File: src/rtl/tt_sweep_pkg.sv
// Shared types and constants for the truth-table sweeper.
package tt_sweep_pkg;

  typedef enum logic [1:0] {
    IDLE,
    RUN,
    DONE
  } state_t;

  localparam int SIG_W = 16;
  localparam logic [SIG_W-1:0] SIG_POLY = 16'h1021;

endpackage

File: src/rtl/tt_sweep_checker_sig_misr16.sv
// 16-bit CRC-style signature register: shift, conditionally fold in the polynomial, xor in the data word.
module sig_misr16
  import tt_sweep_pkg::*;
(
  input  logic             clk,
  input  logic             rst,
  input  logic             clr,
  input  logic             en,
  input  logic [SIG_W-1:0] din,
  output logic [SIG_W-1:0] sig
);

  always_ff @(posedge clk) begin
    if (rst || clr) begin
      sig <= '0;
    end else if (en) begin
      sig <= {sig[SIG_W-2:0], 1'b0} ^ (sig[SIG_W-1] ? SIG_POLY : '0) ^ din;
    end
  end

endmodule

File: config.mk
export PLATFORM = sky130hd
export DESIGN_NAME = sig_misr16
export DESIGN_NICKNAME = d
export VERILOG_FILES = /design/src/rtl/tt_sweep_pkg.sv /design/src/rtl/tt_sweep_checker_sig_misr16.sv
export SDC_FILE = /design/constraint.sdc
export NUM_CORES = 1
export LEC_CHECK = 0
export CAP_MARGIN = 20
export CORE_AREA = 2 2 39 41
export CTS_CLUSTER_DIAMETER = 40
export DETAILED_ROUTE_END_ITERATION = 10
export DIE_AREA = 0 0 41 43
export DONT_BUFFER_PORTS = 1
export HOLD_SLACK_MARGIN = 0.15
export PLACE_DENSITY = 0.72
export SETUP_SLACK_MARGIN = 0.5
export SLEW_MARGIN = 20
export SYNTH_ARGS = -nofsm -noshare
export SYNTH_HDL_FRONTEND = slang
export SYNTH_SLANG_ARGS = --single-unit
File: constraint.sdc
create_clock -name clk -period 3.3 [get_ports clk]
set_input_delay 0.165 -clock clk [delete_from_list [all_inputs] [get_ports clk]]
set_output_delay 0.165 -clock clk [all_outputs]
set_load 0.005 [all_outputs]
==> flow_summary.ini <==
[clock_tree]
hold_buffers = 15
clockBufferDepth = 2
cts_tree = done
clkTransAtPathRegs_ns = 0.09
htreeDepth = 1
clk_latency_ns = 0.28
cts_sinks = 16
root_buffer = clkbuf_4
post_cts_buffers = 0
numCtsBuffers = 3
cts.repair.resized = 0

[worst_setup_path]
path_delay_family = buffers and inverters
critPathMaxStageDelay_ns = 0.58
crit_type = reg -> reg
crit_fanout = 3
cp.depth = 3
crit_start = sig[2]
r2r_end = sig[3]
start_kind = register
worst_path_max_delay_cell = dlygate4sd3_1
ff2ff_setup_slack_ns = 1.98
required_ns = 3.47
critPathArrivalTime_ns = 1.49
reg2reg_depth = 3
cp_cell_sequence = xnor2_1 -> a211oi_2 -> dlygate4sd3_1
end_kind = register
reg2reg_from = sig[2]
path_buf_inv = 1
crit_path_end = sig[3]

[global_route]
grt_pass1_wl_mm = 2.23
grt_max_degree = 31
grt_antenna_before_repair = 0
grt.overflow.total = 0
first_global_vias = 530
grt.total_usage = 0.190

[status]
status = finished, final reports clean

[floorplan]
pin_count = 36
coreArea_sq_um = 1380
row_count = 14
dieArea_sq_um = 1760
die_w_um = 41
initial_core_util = 0.546
die_height_um = 43

[final_layout]
final_cell_area_sq_um = 938
reg.largest.list = sig (16)
top_register = sig
final_core_util = 0.678
drive_above_1_share = 0.155
nNetsFinal = 105
area_growth_pct = 24.2
n_antenna_cell = 0
largest_reg_flops = 16

[synth]
yosysTopAreaCell = dfxtp_1
synth_simple_gate_area_share = 0.0877
synth_top_family_by_area = XOR/XNOR gates
muxShareOfSynthArea = 0.0265
ys_seq_area_frac = 0.424
synthCells = 70
synth_top_area_frac = 0.424
synth-compound-area-share = 0.192
ys_seq_elements = 16
async_flop_share = 0
synth_top_cells_by_count = 16 x dfxtp_1, 16 x nor2_1, 14 x xnor2_1
synth_fa_ha_area_frac = 0
synth_area_per_cell_sq_um = 10.8
synthDistinctLibCells = 11
ys.flop_type = dfxtp_1
yosysWarningCount = 0
synth_edf_count = 0
ys_top_cells_by_area = dfxtp_1 42%, xnor2_1 16%, a211oi_2 13%
synth_xor_xnor_area_share = 0.225
syn_area_sq_um = 756
syn_nets = 90

[timing]
finalSetupTns_ns = 0
fin_crit_sh = 0.400
slew_headroom = 0.534
hold_viol_final = 0
fmax_mhz = 758
tightest_slew_ns = 0.699
setup_ws_ns = 1.98
skew_ns = 0.00248
drv_slew = 0
min_period_ns = 1.32
setup_viol = 0
rsz0062_at_grt = no

[power]
ir_drop_uv = 267
leakage_nw = 0.330
power_density_nw_per_um2 = 430
total_power_mw = 0.403

[detailed_routing]
wl_per_cell_um = 13.8
drt-vias-per-instance = 5.31
drtIter0Drc = 2
final_antenna_net_count = 0
drt_pre_antenna_iters = 4
drt_wl_total_mm = 1.38
drc = 0
via_count = 531

[worst_hold_path]
worst_hold_path_type = in -> reg
hold_path_depth = 3
worstHoldStart = din[5]

[placement]
io_buffers = 0
place_hpwl_um = 840
place_ws_ns = 2.10
placed_cell_area_sq_um = 742
place_congestion = 0.553

[run]
max_cap_viol_count = 0
metrics by stage:
step	hold WS [ns]	std cells
floorplan	0.368	70
global placement	0.260	81
detailed placement	0.263	81
CTS	0.167	100
global route	0.175	100
finish	0.173	100
worst register-to-register path, delay by kind of cell (launching register included):
family	cells	cell delay, ns
AOI/OAI and AO/OA	1	0.08
buffers and inverters	1	0.58
DFF	1	0.35
xor gates and xnor gates	1	0.20
final cells by class:
class | count | area, sq um
multi-input combinational | 49 | 402
timing repair buffer | 15 | 160
tap | 16 | 20.0
clock buffer | 4 | 36.3
fill | 117 | 445
sequential | 16 | 320
logic make-up after synthesis:
group                  Yosys count
multiplexers                     2
AND/OR/NAND/NOR                 17
flip-flops                      16
AO/OA/AOI/OAI                   14
buffers and inverters            5
XOR/XNOR                        16
cells in the final DEF (no fill, tap or decap):
cell	Yosys	layout
mux2i_1	2	2
dfxtp_1	16	16
buf_12	0	1
clkbuf_8	0	1
xor3_1	2	2
nor2_1	16	16
xnor2_1	14	14
a211oi_1	6	6
dlygate4sd3_1	0	14
or2_1	1	1
a211oi_2	8	8
clkbuf_4	0	3
worst min-delay path by stage:
stage	slack, ns	end
floorplan	0.37	sig[15]
global placement	0.26	sig[2]
detailed placement	0.26	sig[3]
CTS	0.17	sig[8]
global route	0.18	sig[10]
finish	0.17	sig[5]
metal layers:
layer  global-route usage  wire length [um]  up-vias
li1                     -                 -      266
met1                0.220               568      241
met2                0.300               711       22
met3               0.0524                84        2
met4                0.100                17        0
met5                    0                 0        -
power by group:
part           leakage (nW)  internal [mW]  switching [mW]
clock network        0.0210         0.0670          0.0590
logic                 0.178         0.0381          0.0269
registers             0.131          0.202          0.0105
total                 0.330          0.307          0.0964
Power figures use the tool's default switching activity.
